--- config.mk ---
export PLATFORM = sky130hd
export DESIGN_NAME = fps_to_int_seq
export DESIGN_NICKNAME = d
export VERILOG_FILES = /design/src/rtl/fps_to_int_seq.sv
export SDC_FILE = /design/constraint.sdc
export NUM_CORES = 1
export LEC_CHECK = 0
export ABC_AREA = 0
export CAP_MARGIN = 25
export CORE_MARGIN = 4
export CORE_UTILIZATION = 35
export DETAILED_ROUTE_END_ITERATION = 6
export GPL_TIMING_DRIVEN = 0
export PLACE_DENSITY_LB_ADDON = 0.2
export SYNTH_ARGS = -nofsm -noshare
export SYNTH_HDL_FRONTEND = slang
export SYNTH_SLANG_ARGS = --single-unit
--- constraint.sdc ---
create_clock -name clk -period 5.4 [get_ports clk]
set_input_delay 1.08 -clock clk [delete_from_list [all_inputs] [get_ports clk]]
set_output_delay 1.08 -clock clk [all_outputs]
set_load 0.02 [all_outputs]
--- src/rtl/fps_to_int_seq.sv ---
`timescale 1ns/1ps
// Iterative IEEE-754 single to signed 32-bit integer converter with a STEP-bit-per-cycle shifter.
// Define ROUND_NEAREST_EN for round-half-to-even; otherwise results truncate toward zero.
module fps_to_int_seq #(
  parameter int STEP = 1
) (
  input  logic        clk,
  input  logic        rst_n,
  input  logic        in_valid,
  output logic        in_ready,
  input  logic [31:0] a,
  output logic        out_valid,
  input  logic        out_ready,
  output logic [31:0] result,
  output logic        ovf,
  output logic        inv
);

  typedef enum logic [1:0] {
    S_IDLE  = 2'd0,
    S_SHIFT = 2'd1,
    S_FIX   = 2'd2,
    S_DONE  = 2'd3
  } state_t;

  localparam logic [4:0] STEP_W = 5'(STEP);
`ifdef ROUND_NEAREST_EN
  localparam logic [7:0] EXP_MIN = 8'd126;
`else
  localparam logic [7:0] EXP_MIN = 8'd127;
`endif

  state_t      r_state, w_next;
  logic [31:0] r_mag, r_result, w_mag_rnd, w_sp_result;
  logic [4:0]  r_rem, w_amt;
  logic        r_left, r_sign, r_ovf, r_inv;
  logic        w_accept, w_special, w_sp_ovf, w_sp_inv;
  logic [7:0]  w_exp, w_lrem, w_rrem;
  logic [22:0] w_frac;
`ifdef ROUND_NEAREST_EN
  logic        r_guard, r_sticky;
  logic [31:0] w_lowmask;
`endif

  assign w_exp     = a[30:23];
  assign w_frac    = a[22:0];
  assign in_ready  = (r_state == S_IDLE);
  assign out_valid = (r_state == S_DONE);
  assign w_accept  = in_valid && in_ready;
  assign result    = r_result;
  assign ovf       = r_ovf;
  assign inv       = r_inv;
  assign w_lrem    = w_exp - 8'd150;
  assign w_rrem    = 8'd150 - w_exp;
  assign w_amt     = (r_rem > STEP_W) ? STEP_W : r_rem;

`ifdef ROUND_NEAREST_EN
  assign w_lowmask = (32'd1 << (w_amt - 5'd1)) - 32'd1;
  assign w_mag_rnd = r_mag + {31'b0, r_guard & (r_sticky | r_mag[0])};
`else
  assign w_mag_rnd = r_mag;
`endif

  // Operands that resolve without shifting go straight to DONE.
  always_comb begin
    w_special   = 1'b1;
    w_sp_result = '0;
    w_sp_ovf    = 1'b0;
    w_sp_inv    = 1'b0;
    if (w_exp == 8'hFF) begin
      if (w_frac != '0) begin
        w_sp_result = 32'h8000_0000;
        w_sp_inv    = 1'b1;
      end else begin
        w_sp_result = a[31] ? 32'h8000_0000 : 32'h7FFF_FFFF;
        w_sp_ovf    = 1'b1;
      end
    end else if (w_exp < EXP_MIN) begin
      w_sp_result = '0;
    end else if (w_exp >= 8'd158) begin
      if (a == 32'hCF00_0000) begin
        w_sp_result = 32'h8000_0000;
      end else begin
        w_sp_result = a[31] ? 32'h8000_0000 : 32'h7FFF_FFFF;
        w_sp_ovf    = 1'b1;
      end
    end else begin
      w_special = 1'b0;
    end
  end

  always_ff @(posedge clk or negedge rst_n) begin
    if (!rst_n) r_state <= S_IDLE;
    else        r_state <= w_next;
  end

  always_comb begin
    w_next = r_state;
    case (r_state)
      S_IDLE:  if (w_accept) w_next = w_special ? S_DONE : S_SHIFT;
      S_SHIFT: if (r_rem == '0) w_next = S_FIX;
      S_FIX:   w_next = S_DONE;
      S_DONE:  if (out_ready) w_next = S_IDLE;
      default: w_next = S_IDLE;
    endcase
  end

  always_ff @(posedge clk or negedge rst_n) begin
    if (!rst_n) begin
      r_mag    <= '0;
      r_rem    <= '0;
      r_left   <= 1'b0;
      r_sign   <= 1'b0;
      r_result <= '0;
      r_ovf    <= 1'b0;
      r_inv    <= 1'b0;
`ifdef ROUND_NEAREST_EN
      r_guard  <= 1'b0;
      r_sticky <= 1'b0;
`endif
    end else begin
      case (r_state)
        S_IDLE: if (w_accept) begin
          r_sign <= a[31];
          if (w_special) begin
            r_result <= w_sp_result;
            r_ovf    <= w_sp_ovf;
            r_inv    <= w_sp_inv;
          end else begin
            r_mag  <= {8'b0, 1'b1, w_frac};
            r_left <= (w_exp >= 8'd150);
            r_rem  <= (w_exp >= 8'd150) ? w_lrem[4:0] : w_rrem[4:0];
`ifdef ROUND_NEAREST_EN
            r_guard  <= 1'b0;
            r_sticky <= 1'b0;
`endif
          end
        end
        S_SHIFT: if (r_rem != '0) begin
          r_rem <= r_rem - w_amt;
          if (r_left) begin
            r_mag <= r_mag << w_amt;
          end else begin
            r_mag <= r_mag >> w_amt;
`ifdef ROUND_NEAREST_EN
            r_guard  <= r_mag[w_amt - 5'd1];
            r_sticky <= r_sticky | r_guard | (|(r_mag & w_lowmask));
`endif
          end
        end
        S_FIX: r_result <= r_sign ? -w_mag_rnd : w_mag_rnd;
        S_DONE: if (out_ready) begin
          r_result <= '0;
          r_ovf    <= 1'b0;
          r_inv    <= 1'b0;
        end
        default: ;
      endcase
    end
  end

endmodule

# After elaboration in Yosys (flattened, before gate mapping)
# Index checks and enable logic that the tools add are counted.
# totals
reg_bits	75
latch_bits	0
ram_bits	0
romBits	0
input_bits	36
out_inout_bits	36
elab_cells	88
mem_count	0
# classes
n_addsub	4
mul	0
div_mod_pow	0
n_lt_le_gt_ge	4
eq_ne	11
shifts	2
muxes	44
n_bitwise	1
reduce_logical	14
# op_table
op	count
$mux W32	14
$pmux W32 S3	1
$pmux W32 S2	1
$eq A32 B32 Y1 const B	1
$neg A32 Y32	1
$shl A32 B5 Y32	1
$shr A32 B5 Y32	1
$mux W5	5
$reduce_bool A23 Y1	1
$ge A8 B8 Y1 const B	2
$mux W1	15
$reduce_and A4 Y1	3
$pmux W5 S2	1
$eq A8 B8 Y1 const B	1
$lt A8 B7 Y1 const B	1
$mux W2	4
$pmux W2 S4	1
$ne A2 B1 Y1 const B	3
$ne A2 B2 Y1 const B	3
$reduce_and A3 Y1	2
$gt A5 B1 Y1 const B	1
$logic_not A5 Y1	1
$reduce_bool A5 Y1	1
$sub A5 B5 Y5	1
11 further kinds	14

# Logic depth before layout (Yosys ltp)
# Gate-level depths: netlist of the first run.
# depth
ltp_word	8
mapped_depth	9
ltp_nobuf	8

# Least setup slack after synthesis of the first run
# Ideal clock, no wire load.
# synth_timing
path_type	input port to flip-flop
from	in a[23]
to	reg r_mag[9]
setup_time_ns	0.126
arrival_time_ns	2.575
required_time_ns	5.274
slack_ns	2.699
stages	8
n_path_buf	1
path_cell_list	inv_1 ha_1 o21ai_0 nor2_1 o32ai_4 o21ai_4 buf_4 a221o_1
# synth_between
elab_chain_len	6
word_cells_on_any_way	8
classes_between	order compare (2); eq/ne (2); mux (3); reduce/logical (1)
# synth_rtl
element	line_no	rtl
from (decl)	11	input logic [31:0] a,
$ge A8 B8 Y1	80	end else if (w_exp >= 8'd158) begin
$mux W1	80	
$mux W1	78	end else if (w_exp < EXP_MIN) begin
$mux W1 *	70	if (w_exp == 8'hFF) begin
$ne A2 B2 Y1 (no source line) *	--	
$reduce_and A4 Y1 (no source line) *	--	
to (signal assigned)	130	r_mag <= {8'b0, 1'b1, w_frac};
to (signal assigned)	142	r_mag <= r_mag << w_amt;
to (signal assigned)	144	r_mag <= r_mag >> w_amt;
to (decl)	34	logic [31:0] r_mag, r_result, w_mag_rnd, w_sp_result;
# Mark *: on every way between the ends. The rest lies on a longest branch, timed or not.
# A chain may end at the register's enable or synchronous reset.

# Worst setup path in the final report of the first run
# layout_timing
from	in a[24]
to	reg r_result[9] (netlist: result[9])
# layout_between
elab_chain_len	8
word_cells_on_any_way	16
classes_between	order compare (2); eq/ne (3); mux (10); reduce/logical (1)
# layout_rtl
element	line_no	rtl
parallel branches: the longest is 8 deep, another holds $ge A8 B8 Y1	--	
to (signal assigned)	126	r_result <= w_sp_result;
to (signal assigned)	151	S_FIX: r_result <= r_sign ? -w_mag_rnd : w_mag_rnd;
to (decl)	34	
# Several ways; the timed one is not identified. The select of a mux whose other input is x is not followed.

==> impl_metrics.json, run 1 <==
{
  "p_switching_uw": 1889,
  "gr-usage-met2_pct": 27.73,
  "dieArea_um2": 16400,
  "cp_max_fo": 10,
  "drtIter0Drc": 235,
  "min_path_type": "flop to flop",
  "synth_area_leaders": "dfrtp_1, a21oi_1, mux2i_1",
  "grt_use_met3_pct": 4.458,
  "vdd_drop_max_uv": 345.2,
  "synth_top_area_share_pct": 37.20,
  "final_layout_size_suffix_gt1_share_pct": 9.970,
  "multi_input_area_um2": 2898,
  "timing.fmax_mhz": 291.1,
  "grtUsageMet1_pct": 25.55,
  "synth-seq-cells": 75,
  "synth_cells": 585,
  "synthArstFlopShare_pct": 100.0,
  "syn_nets": 632,
  "cts_inserted_buffers": 9,
  "grt_max_degree": 45,
  "rsz0062_at_grt": "false",
  "report.power.total_uw": 4160,
  "nets": 714,
  "top_usage_layer": "met2",
  "cts_setup_buffers": 0,
  "ctsRootBufferMaster": "clkbuf_16",
  "slew_headroom_pct": 49.85,
  "swShare_pct": 45.41,
  "r2r-start": "r_state[1]",
  "slowest_stage": "clkdlybuf4s50_1",
  "p_int_uw": 2271,
  "io_buffers": 70,
  "period_share_pct": 63.62,
  "combPwrFrac_pct": 57.8,
  "tns_ps": 0,
  "holdBufCountCts": 0,
  "grt.total_usage_pct": 18.03,
  "dp_hpwl_um": 11180,
  "layout_min_cycle_time_ps": 3435,
  "vias": 4688,
  "cts_resized": 0,
  "gp_congestion": 0.8542,
  "leakage_uw": 0.002367,
  "skew_ps": 6.785,
  "yosys.cell_types.count": 66,
  "cts_sinks": 75,
  "synth-main-ff-cell": "dfrtp_1",
  "path_class": "input pin to flop",
  "seqPwrFrac_pct": 25.2,
  "regArea_um2": 1877,
  "critical_path_arrival_ps": 3620,
  "grt_pass1_wl_um": 23770,
  "fill_cells": 1395,
  "status": "complete, no violations",
  "worst_skew_pair.late_latency_ps": 350,
  "clk_pin_slew_ps": 60,
  "yosys_warnings": 0,
  "avgSynthCellArea_um2": 8.624,
  "die_y_um": 128.1,
  "num_rows": 43,
  "synth_edf_count": 0,
  "start_kind": "input pin",
  "clockBufferDepth": 2,
  "worstPathRequired_ps": 5590,
  "drc_errors": 0,
  "synthesis.area_um2": 5045,
  "setup_viol": 0,
  "cp_cell_sequence": "clkdlybuf4s50_1 -> ha_1 -> nand4_1 -> nor2_1 -> o21ai_0 -> and4b_1 -> clkbuf_1 -> nor3_2 -> a21oi_1",
  "grt_pass1_vias": 4582,
  "end_kind": "flop",
  "wire_per_inst_um": 17.08,
  "fin_ws_ps": 1965,
  "timing_hold_violations_final": 0,
  "antenna_found_initial": 0,
  "coreArea_um2": 13990,
  "crit_start": "a[24]",
  "rr_worst_depth": 9,
  "timing.rr.end": "r_mag[4]",
  "max_cap_viol_count": 0,
  "antenna_cells": 0,
  "synthToLayoutAreaGrowth_pct": 25.74,
  "crit_path_end": "result[9]",
  "top_level_ports": 72,
  "yosysTopAreaCell": "dfrtp_1",
  "final_area_um2": 6344,
  "final_antenna_net_count": 0,
  "worstMarginPinSlew_ps": 748.1,
  "report.final.slew_viol_count": 0,
  "yosysSeqAreaShare_pct": 37.20,
  "finalWirelength_um": 14550,
  "placed_area_um2": 5996,
  "regToRegSetupSlack_ps": 2890,
  "initial_core_util_pct": 36.06,
  "vias_per_cell": 5.502,
  "htreeDepth": 3,
  "power_density_nw_per_um2": 655.8,
  "drt_first_pass_iters": 5,
  "grt-ovfl-total": 0,
  "cts_tree": "yes",
  "clkPwrFrac_pct": 16.9,
  "fp.dieW_um": 128.1,
  "max_stage_delay_ps": 630,
  "preCtsSetupSlack_ps": 1610
}
synth_stat cells, types with 9 or more instances:
cell,number
xnor2_1,29
nand3_1,9
ha_1,11
inv_1,13
nor2_1,72
o21ai_0,36
dfrtp_1,75
a21oi_1,92
nand2_1,41
a221o_1,9
o31ai_1,13
nor3_1,12
mux2i_1,29
clkbuf_1,30
buf_2,11
cells in the final DEF, fill, tap and decap left out, types with 3 or more instances in the layout:
cell type,Yosys,routed
a21oi_1,92,92
a21oi_2,5,5
a221o_1,9,9
a22oi_1,3,3
a31oi_1,4,4
buf_1,3,3
buf_2,11,11
buf_4,3,4
bufinv_16,0,3
clkbuf_1,30,30
clkbuf_16,0,9
clkdlybuf4s50_1,0,69
dfrtp_1,75,75
ha_1,11,11
inv_1,13,13
mux2_2,3,3
mux2i_1,29,29
nand2_1,41,41
nand3_1,9,9
nand3b_1,3,3
nand4_1,7,7
nor2_1,72,72
nor2b_1,4,4
nor3_1,12,12
nor4_1,7,7
o21ai_0,36,36
o22ai_1,3,3
o31ai_1,13,13
o41ai_2,5,5
or3_1,3,3
xnor2_1,29,29
layer usage:
metal | vias to the layer above | share of wire [%] | wire length (um)
met5 | - | 0 | 0
met4 | 0 | 1.5 | 216
met3 | 19 | 5.8 | 845
met2 | 149 | 45 | 6536
met1 | 2247 | 48 | 6953
li1 | 2273 | - | -
sequential cells by signal, summed over array words and instances (netlist names), named ones only:
name,flops
r_rem,5
r_sign,1
ovf,1
r_mag,31
inv,1
r_state,2
r_left,1
result,32
how the worst min path moves through the flow:
stage             start  endpoint  slack, ps  depth (start not counted)
2_1_floorplan  r_rem[3]  r_rem[3]        470                          1
4_1_cts        r_rem[3]  r_rem[3]        510                          1
3_5_place_dp   r_rem[3]  r_rem[3]        490                          1
3_3_place_gp   r_rem[3]  r_rem[3]        490                          1
5_1_grt        r_rem[3]  r_rem[3]        540                          1
6_report            inv       inv        510                          2
layout make-up:
type | count | share of cell area [%]
Clock buffer | 9 | 3.550
Clock inverter | 7 | 1.933
Inverter | 14 | 0.8284
Timing Repair Buffer | 71 | 11.44
Sequential cell | 75 | 29.59
Tap cell | 180 | 3.550
Buffer | 49 | 3.432
Multi-Input combinational cell | 447 | 45.68
per-stage QoR:
| stage | hold WS [ps] | utilization, % | std cells |
|---|---|---|---|
| CTS | 513.7 | 45.35 | 852 |
| finish | 510.9 | 45.35 | 852 |
| detailed placement | 487.1 | 42.86 | 836 |
| global placement | 495.0 | 42.68 | 835 |
| global route | 538.0 | 45.35 | 852 |
| floorplan | 466.9 | - | 585 |
power by group through the flow:
stage          logic (uW)  registers, uW  clock network [uW]
5_1_grt              2650           1080                 746
3_5_place_dp         2400           1050                   0
2_1_floorplan        1540           1150                   0
3_3_place_gp         2360           1040                   0
4_1_cts              2410           1040                 721
6_report             2410           1050                 705
critical path: cells and delay by family:
family          cells  cell delay [ps]
simple gates        4             1170
buf+inv             2              770
compound gates      2              330
fa+ha+maj           1              260
logic make-up (layout without fill, tap and decap cells):
| family | count (synthesis) | in the layout | synth area share, % |
|---|---|---|---|
| AO/OA/AOI/OAI | 193 | 193 | 24.88 |
| AND/OR/NAND/NOR | 181 | 181 | 18.20 |
| flip-flops | 75 | 75 | 37.20 |
| buffers and inverters | 63 | 150 | 5.357 |
| multiplexers | 32 | 32 | 6.424 |
| XOR/XNOR | 30 | 30 | 5.208 |
| adder cells (fa/ha/maj) | 11 | 11 | 2.728 |
Note: power is estimated with default switching activity, not from simulation.
==> inputs of run 2 (changes only) <==
==> constraint.sdc (replaced) <==
create_clock -name clk -period 3.49 [get_ports clk]
set_input_delay 0.698 -clock clk [delete_from_list [all_inputs] [get_ports clk]]
set_output_delay 0.698 -clock clk [all_outputs]
set_load 0.02 [all_outputs]
==> results of run 2 <==
Same layout as run 1 (identical final DEF). Status: complete, no violations.
Main changes from that run: setup slack after placement 1610 ps -> 82.10 ps; setup slack after layout 1965 ps -> 436.8 ps; hold slack 510.9 ps -> 291.3 ps; register-to-register setup slack 2890 ps -> 980 ps; total power 4160 uW -> 6437 uW; worst IR drop on VDD 345.2 uV -> 534.1 uV
==> patch (settings of run 2) <==
Put one more register stage on the output `ovf`, without a reset. The value now appears one clock later. The other outputs are not delayed to match.
--- a/src/rtl/fps_to_int_seq.sv
+++ b/src/rtl/fps_to_int_seq.sv
@@ -48,7 +48,9 @@
   assign out_valid = (r_state == S_DONE);
   assign w_accept  = in_valid && in_ready;
   assign result    = r_result;
-  assign ovf       = r_ovf;
+  always_ff @(posedge clk) begin
+    ovf <= r_ovf;
+  end
   assign inv       = r_inv;
   assign w_lrem    = w_exp - 8'd150;
   assign w_rrem    = 8'd150 - w_exp;
Check against the original RTL: not equivalent (a bounded check fails within 4 cycles, from zero or initial values and one cycle with rst_n low).
==> patch against run 2 <==
Synthesized area rose by 3.0%; final area rose by 1.1%; setup slack improved by 0.030 ns; routed wire length rose by 9.5%; power fell by 2.4%; sequential share of layout area barely moved; clock skew rose by 0.0017 ns; global-route usage rose by 1.4 points; synthesized cell count fell by 3.6%; critical path depth did not move; sequential cell count rose by 1; critical endpoint is now r_rem[1]; largest cell class unchanged.
==> patch: results (changes against run 2) <==
status: "finished, final reports clean"  # unchanged
register_area_um2: 1897  # was 1877 um^2
instances_no_fill: 835  # was 852
netlist_top_cells_count: "dfrtp_1 (75), nand2_1 (43), nor2_1 (38)"  # was a21oi_1 (92), dfrtp_1 (75), nor2_1 (72)
nNonClkInverters: 15  # was 14
synthCells: 564  # was 585
grt_max_degree: 50  # was 45
r2r-end: "result[30]"  # was r_mag[4]
drtIter0Drc: 363  # was 235
p_sw_mw: 2.922  # was 2.923 mW
fin_worst_skew_ns: 0.008448  # was 0.006785 ns
vias: 4758  # was 4688
ff2ff_setup_slack_ns: 0.63  # was 0.98 ns
nFlopsAndLatches: 76  # was 75
grt_pass1_vias: 4677  # was 4582
power_leakage_nw: 2.554  # was 2.367 nW
dpl.hpwl_um: 12010  # was 11180 um
endpoint: "r_rem[1]"  # was result[9]
r2r-start: "r_state[0]"  # was r_state[1]
pre_cts_ws_ns: 0.1422  # was 0.08210 ns
synthesis.nets: 611  # was 632
drive_gt1_frac: 0.09370  # was 0.09970
post_dp_cell_area_um2: 6153  # was 5996 um^2
internal-power_mw: 3.359  # was 3.514 mW
multi_input_area_share: 0.4714  # was 0.4568
slew_headroom: 0.4506  # was 0.4985
design_area_um2: 6415  # was 6344 um^2
drt-wirelength-per-cell_um: 19.08  # was 17.08 um
n_all_buffers: 119  # was 120
p_clk_mw: 0.862  # was 1.09 mW
nMultiInputCombCells: 425  # was 447
synth_area_leaders: "dfrtp_1 (36%), mux2i_1 (6.5%), nand2_1 (3.1%)"  # was dfrtp_1 (37%), a21oi_1 (9.1%), mux2i_1 (5.8%)
whs_ns: 0.2731  # was 0.2913 ns
vdd.ir_drop.worst_uv: 329.3  # was 534.1 uV
grt_pass1_wl_um: 25570  # was 23770 um
-- patch: routing by layer --
metal,track usage,vias to the layer above,part of all wire
met5,0,-,0
met4,0.07763,0,0.031
met3,0.04216,33,0.052
met2,0.2848,130,0.43
met1,0.2797,2281,0.48
li1,-,2314,-
-- patch: kinds of logic after synthesis --
family / after synthesis / synth area share
AND/OR/NAND/NOR: 186 / 0.1964
XOR/XNOR: 15 / 0.02528
flip-flops: 76 / 0.3649
AO/OA/AOI/OAI: 176 / 0.2617
buffers and inverters: 63 / 0.05320
adder cells (fa/ha/maj): 11 / 0.02648
multiplexers: 37 / 0.07198
-- patch: critical path, cell delays in order --
cell,delay (ns)
clkdlybuf4s50_1,0.63
ha_1,0.29
nand4_2,0.15
o21ba_4,0.27
o32a_1,0.35
buf_6,0.15
a21oi_4,0.34
buf_6,0.24
o22ai_1,0.11
